===== src/rtl/caretaker_driver.sv =====
// caretaker_driver: closed-loop care-action initiator that clocks and stimulates the mimosa pet core.
// Define MIMOSA_MANUAL_OVERRIDE_EN to add the one-entry manual stimulus injection port.
module caretaker_driver #(
  parameter int TICK_DIV   = 16,
  parameter int REPEAT_MAX = 3
) (
  input  logic       clk,
  input  logic       rst,
  input  logic       enable,
  input  logic [1:0] energy_indicator,
  input  logic [1:0] stress_indicator,
  input  logic [1:0] pleasure_indicator,
  input  logic       asleep,
`ifdef MIMOSA_MANUAL_OVERRIDE_EN
  input  logic       manual_valid,
  input  logic [6:0] manual_stim,
  output logic       manual_ack,
`endif
  output logic       tick,
  output logic [6:0] stimuli,
  output logic [7:0] action_count
);

  localparam logic [6:0] FEED      = 7'b0000001;
  localparam logic [6:0] PET       = 7'b0000010;
  localparam logic [6:0] PLAY      = 7'b0000100;
  localparam logic [6:0] SOOTHE    = 7'b0001000;
  localparam logic [7:0] DIV_LAST  = 8'(TICK_DIV - 1);
  localparam logic [3:0] REP_LIMIT = 4'(REPEAT_MAX);

  typedef enum logic [1:0] {IDLE, SETUP, TICK, HOLD} state_t;

  state_t     state_reg, state_next;
  logic [7:0] div_reg;
  logic [6:0] last_action_reg, last_action_next;
  logic [3:0] repeat_cnt_reg, repeat_cnt_next;
  logic       tick_next;
  logic [6:0] stimuli_next;
  logic [7:0] action_count_next;
  logic [6:0] choice, limited, issued, lim_last;
  logic [3:0] lim_cnt;
  logic       frame_start;
  logic       override;

  assign frame_start = (state_reg == IDLE) && enable && (div_reg == DIV_LAST);

  // Divider free-runs while enabled or mid-frame, and parks at 0 otherwise.
  always_ff @(posedge clk or posedge rst) begin
    if (rst)
      div_reg <= '0;
    else if (enable || state_reg != IDLE)
      div_reg <= (div_reg == DIV_LAST) ? 8'd0 : div_reg + 8'd1;
    else
      div_reg <= '0;
  end

  always_ff @(posedge clk or posedge rst) begin
    if (rst) state_reg <= IDLE;
    else     state_reg <= state_next;
  end

  always_comb begin
    state_next = state_reg;
    case (state_reg)
      IDLE:    if (frame_start) state_next = SETUP;
      SETUP:   state_next = TICK;
      TICK:    state_next = HOLD;
      HOLD:    state_next = IDLE;
      default: state_next = IDLE;
    endcase
  end

  always_comb begin
    choice = '0;
    if (asleep)                            choice = '0;
    else if (stress_indicator == 2'b11)    choice = SOOTHE;
    else if (energy_indicator == 2'b00)    choice = FEED;
    else if (pleasure_indicator <= 2'b01)  choice = (energy_indicator >= 2'b10) ? PLAY : PET;
    else if (pleasure_indicator == 2'b10)  choice = PET;
  end

  always_comb begin
    limited  = choice;
    lim_last = last_action_reg;
    lim_cnt  = repeat_cnt_reg;
    if (choice == '0) begin
      lim_last = '0;
      lim_cnt  = '0;
    end else if (choice == last_action_reg) begin
      if (repeat_cnt_reg == REP_LIMIT) begin
        limited  = '0;
        lim_last = '0;
        lim_cnt  = '0;
      end else begin
        lim_cnt = repeat_cnt_reg + 4'd1;
      end
    end else begin
      lim_last = choice;
      lim_cnt  = 4'd1;
    end
  end

`ifdef MIMOSA_MANUAL_OVERRIDE_EN
  logic       buf_full_reg;
  logic [6:0] buf_reg;

  assign override = buf_full_reg;
  assign issued   = buf_full_reg ? buf_reg : limited;

  // A full buffer is consumed at frame start; requests arriving while full are dropped.
  always_ff @(posedge clk or posedge rst) begin
    if (rst) begin
      buf_full_reg <= 1'b0;
      buf_reg      <= '0;
      manual_ack   <= 1'b0;
    end else begin
      manual_ack <= frame_start && buf_full_reg;
      if (frame_start && buf_full_reg) begin
        buf_full_reg <= 1'b0;
      end else if (manual_valid && !buf_full_reg) begin
        buf_full_reg <= 1'b1;
        buf_reg      <= manual_stim;
      end
    end
  end
`else
  assign override = 1'b0;
  assign issued   = limited;
`endif

  always_comb begin
    tick_next         = tick;
    stimuli_next      = stimuli;
    action_count_next = action_count;
    last_action_next  = last_action_reg;
    repeat_cnt_next   = repeat_cnt_reg;
    case (state_reg)
      IDLE: begin
        if (frame_start) begin
          stimuli_next = issued;
          if (issued != '0 && action_count != 8'hFF)
            action_count_next = action_count + 8'd1;
          if (!override) begin
            last_action_next = lim_last;
            repeat_cnt_next  = lim_cnt;
          end
        end
      end
      SETUP:   tick_next    = 1'b1;
      TICK:    tick_next    = 1'b0;
      HOLD:    stimuli_next = '0;
      default: ;
    endcase
  end

  always_ff @(posedge clk or posedge rst) begin
    if (rst) begin
      tick            <= 1'b0;
      stimuli         <= '0;
      action_count    <= '0;
      last_action_reg <= '0;
      repeat_cnt_reg  <= '0;
    end else begin
      tick            <= tick_next;
      stimuli         <= stimuli_next;
      action_count    <= action_count_next;
      last_action_reg <= last_action_next;
      repeat_cnt_reg  <= repeat_cnt_next;
    end
  end

endmodule


===== config.mk =====
export PLATFORM = sky130hd
export DESIGN_NAME = caretaker_driver
export DESIGN_NICKNAME = d
export VERILOG_FILES = /design/src/rtl/caretaker_driver.sv
export SDC_FILE = /design/constraint.sdc
export NUM_CORES = 1
export LEC_CHECK = 0
export ABC_CLOCK_PERIOD_IN_PS = 2400
export BUFFER_PORTS_ARGS = -buffer_cell sky130_fd_sc_hd__buf_2
export CORE_ASPECT_RATIO = 0.8
export CORE_MARGIN = 1.5
export CORE_UTILIZATION = 56
export DETAILED_ROUTE_END_ITERATION = 6
export GPL_ROUTABILITY_DRIVEN = 1
export PLACE_DENSITY = 0.87
export SYNTH_ARGS = -nofsm -noshare
export SYNTH_HDL_FRONTEND = slang
export SYNTH_SLANG_ARGS = --single-unit
export TNS_END_PERCENT = 100

===== constraint.sdc =====
create_clock -name clk -period 2.4 [get_ports clk]
set_input_delay 0.24 -clock clk [delete_from_list [all_inputs] [get_ports clk]]
set_output_delay 0.24 -clock clk [all_outputs]
set_load 0.05 [all_outputs]

==> results.yml <==
min_path:
  worstHoldPathType: "in2async"
global_route:
  antenna_found_initial: 0
  grt_max_degree: 32
  track_usage_pct: 23.58
  grt_pass1_wl_mm: 5.961
  grt_pass1_vias: 1323
  overflow: 0
sta:
  rsz0062_at_grt: "no"
  slew_headroom_pct: 44.26
  fmax_mhz: 484.5
  fin_crit_ps: 2064
  slew_violations: 0
  min_period_over_period_pct: 85.99
  setup_tns_ps: 0
  hold_slack_ps: 15.96
  hold_violations: 0
  setup_viol: 0
  tightest_slew_ps: 834.3
  fin_skew_ps: 4.444
routing:
  met2_wirelength_mm: 1.815
  dr.pass1.iters: 4
  wl_met3_um: 188
  wl_met1_mm: 1.557
  drtIter0Drc: 65
  avgViaCountPerCell: 5.919
  drc: 0
  wirelength_mm: 3.644
  antenna_left: 0
  wl_per_cell_um: 15.51
  maxUsedRoutingLayer: "met4"
  via_count: 1391
logic_synthesis:
  synth.avg_cell_area_um2: 10.20
  netlist_area_um2: 1724
  ys.flop_type: "dfrtp_1"
  synthArstFlopShare_pct: 100.0
  synth_top_cell_area_share_pct: 44.99
  synth-edff-count: 0
  synthCells: 169
  yosys_warnings: 0
  ys_ff_latch: 31
  ys_top_cells_by_area: "dfrtp_1, xnor2_1, ha_1, nand2_1, nor2_1"
  synth_top_area_cell: "dfrtp_1"
  yosysSeqAreaShare_pct: 44.99
  ys_types: 42
floorplan:
  io_pins: 26
  die_width_um: 65.04
  num_rows: 17
  core_area_um2: 2850
  initial_core_util_pct: 60.49
  die_area_um2: 3423
  die_y_um: 52.63
pwr:
  p_leak_uw: 0.0009437
  power.total_uw: 1508
  vdd_drop_max_mv: 0.6974
  pwr_density_cell_nw_per_um2: 767.4
placement:
  dp_cells: 228
  gp_congestion: 0.8970
  numPortBuffers: 22
  dpl.hpwl_mm: 2.789
setup_path:
  reg2reg_depth: 6
  rrSetupSlack_ps: 340
  reg2reg_to: "stimuli[0]"
  worstReg2RegStart: "repeat_cnt_reg[0]"
  cpPeakStageDelay_ps: 530
  critPathKind: "reg2reg"
  worstPathArrival_ps: 2220
  startpoint_type: "flop"
  path_cells: "ha_1, nor3b_1, nand3b_1, buf_4, nor2_1, o41ai_1"
  crit_required_ps: 2550
  worstSetupStartpoint: "repeat_cnt_reg[0]"
  path_max_fanout: 7
  crit_path_end_kind: "flop"
  critPathSlowestCell: "nor3b_1"
cts:
  post_cts_buffers: 0
  cts_tree: "built"
  cts_root_buffer: "clkbuf_8"
  cts.path.max_buffers: 2
  cts.htree.levels: 2
  cts_inserted_buffers: 5
  clkSinkCount: 31
  cts.repair.resized: 0
  clk_pin_slew_ps: 60
  ctsHoldBuffers: 0
  clock_latency_ps: 290
cells_and_area:
  layout-drive-gt1-share_pct: 20.81
  regArea_um2: 775.7
  finalNetCount: 214
  fillCellCount: 231
  synthToLayoutAreaGrowth_pct: 14.01
  antenna_cells: 0
  multi_input_area_um2: 892.1
  stdcell_count: 235
status:
  status: "completed"
job:
  cap_violations: 0
==> power breakdown <==
group / switching [uW] / total (uW) / internal (uW) / leakage (uW)
clock network: 187 / 411 / 224 / 0.0000470
logic: 267 / 437 / 170 / 0.000479
registers: 62.7 / 660 / 598 / 0.000418
==> cell type report <==
| cell class | instances | area share [%] |
|---|---|---|
| clock buffer | 6 | 4.201 |
| timing repair buffer | 26 | 7.129 |
| sequential | 31 | 39.47 |
| inverter | 6 | 1.146 |
| clock inverter | 1 | 0.2546 |
| tap | 38 | 2.419 |
| multi-input combinational | 127 | 45.39 |
==> worst max path at each step <==
stage	cells past startpoint	slack, ps	end
2_1_floorplan	5	440	action_count[1]
3_3_place_gp	6	370	repeat_cnt_reg[3]
3_5_place_dp	6	290	repeat_cnt_reg[3]
4_1_cts	6	370	stimuli[0]
5_1_grt	6	240	stimuli[0]
6_report	6	340	stimuli[0]
==> layout by cell type, fill, tap and decap left out, types with 2 or more instances in the layout <==
| cell type | netlist | routed |
|---|---|---|
| nand4_1 | 4 | 4 |
| o2bb2ai_1 | 4 | 4 |
| clkbuf_8 | 0 | 6 |
| nor3_1 | 3 | 3 |
| buf_4 | 4 | 4 |
| nand3b_1 | 2 | 2 |
| o21bai_1 | 2 | 2 |
| nand2b_1 | 3 | 3 |
| and4_1 | 3 | 3 |
| a31oi_1 | 2 | 2 |
| o31ai_1 | 2 | 2 |
| nand3_1 | 5 | 5 |
| nand2_1 | 13 | 13 |
| a21oi_1 | 3 | 3 |
| dfrtp_1 | 31 | 31 |
| mux2_2 | 2 | 2 |
| buf_2 | 0 | 22 |
| o211ai_1 | 3 | 3 |
| nor2_1 | 12 | 12 |
| xor2_1 | 4 | 4 |
| ha_1 | 7 | 7 |
| inv_1 | 6 | 6 |
| conb_1 | 1 | 3 |
| and3_1 | 5 | 5 |
| nor4_1 | 5 | 5 |
| o41ai_1 | 5 | 5 |
| o21ai_1 | 6 | 6 |
| xnor2_1 | 11 | 11 |
| o21ai_0 | 2 | 2 |
| a21o_1 | 3 | 3 |
==> per-stage QoR <==
stage / utilization (%) / cell area (um2) / setup WS [ps]
global placement: 65.89 / 1878 / 368.4
finish: 68.96 / 1966 / 336.1
global route: 68.96 / 1966 / 237.6
floorplan: - / 1732 / 440.7
detailed placement: 65.89 / 1878 / 293.6
CTS: 68.96 / 1966 / 367.9
==> Yosys cell counts (5+ instances only) <==
library cell,count
ha_1,7
o41ai_1,5
o21ai_1,6
inv_1,6
and3_1,5
dfrtp_1,31
nand3_1,5
nor4_1,5
xnor2_1,11
nor2_1,12
nand2_1,13
==> worst max-delay path, delay by kind of cell (launching register included) <==
kind / cells / cell delay [ps]
flip-flops: 1 / 400
AND/OR/NAND/NOR: 3 / 970
buffers and inverters: 1 / 200
AO/OA/AOI/OAI: 1 / 150
adder cells (fa/ha/maj): 1 / 210
==> cell families after synthesis <==
logic type,share of synthesized area [%]
AND/OR/NAND/NOR,21.34
AO/OA/AOI/OAI,14.51
buffers and inverters,3.701
flip-flops,44.99
XOR/XNOR,7.619
other,0.2175
multiplexers,2.540
adder cells (fa/ha/maj),5.080
==> routing by layer <==
metal | vias up | track usage [%]
li1 | 671 | -
met5 | - | 0
met2 | 48 | 39.69
met1 | 662 | 26.89
met4 | 0 | 13.19
met3 | 10 | 7.527
Power figures use the tool's default switching activity.
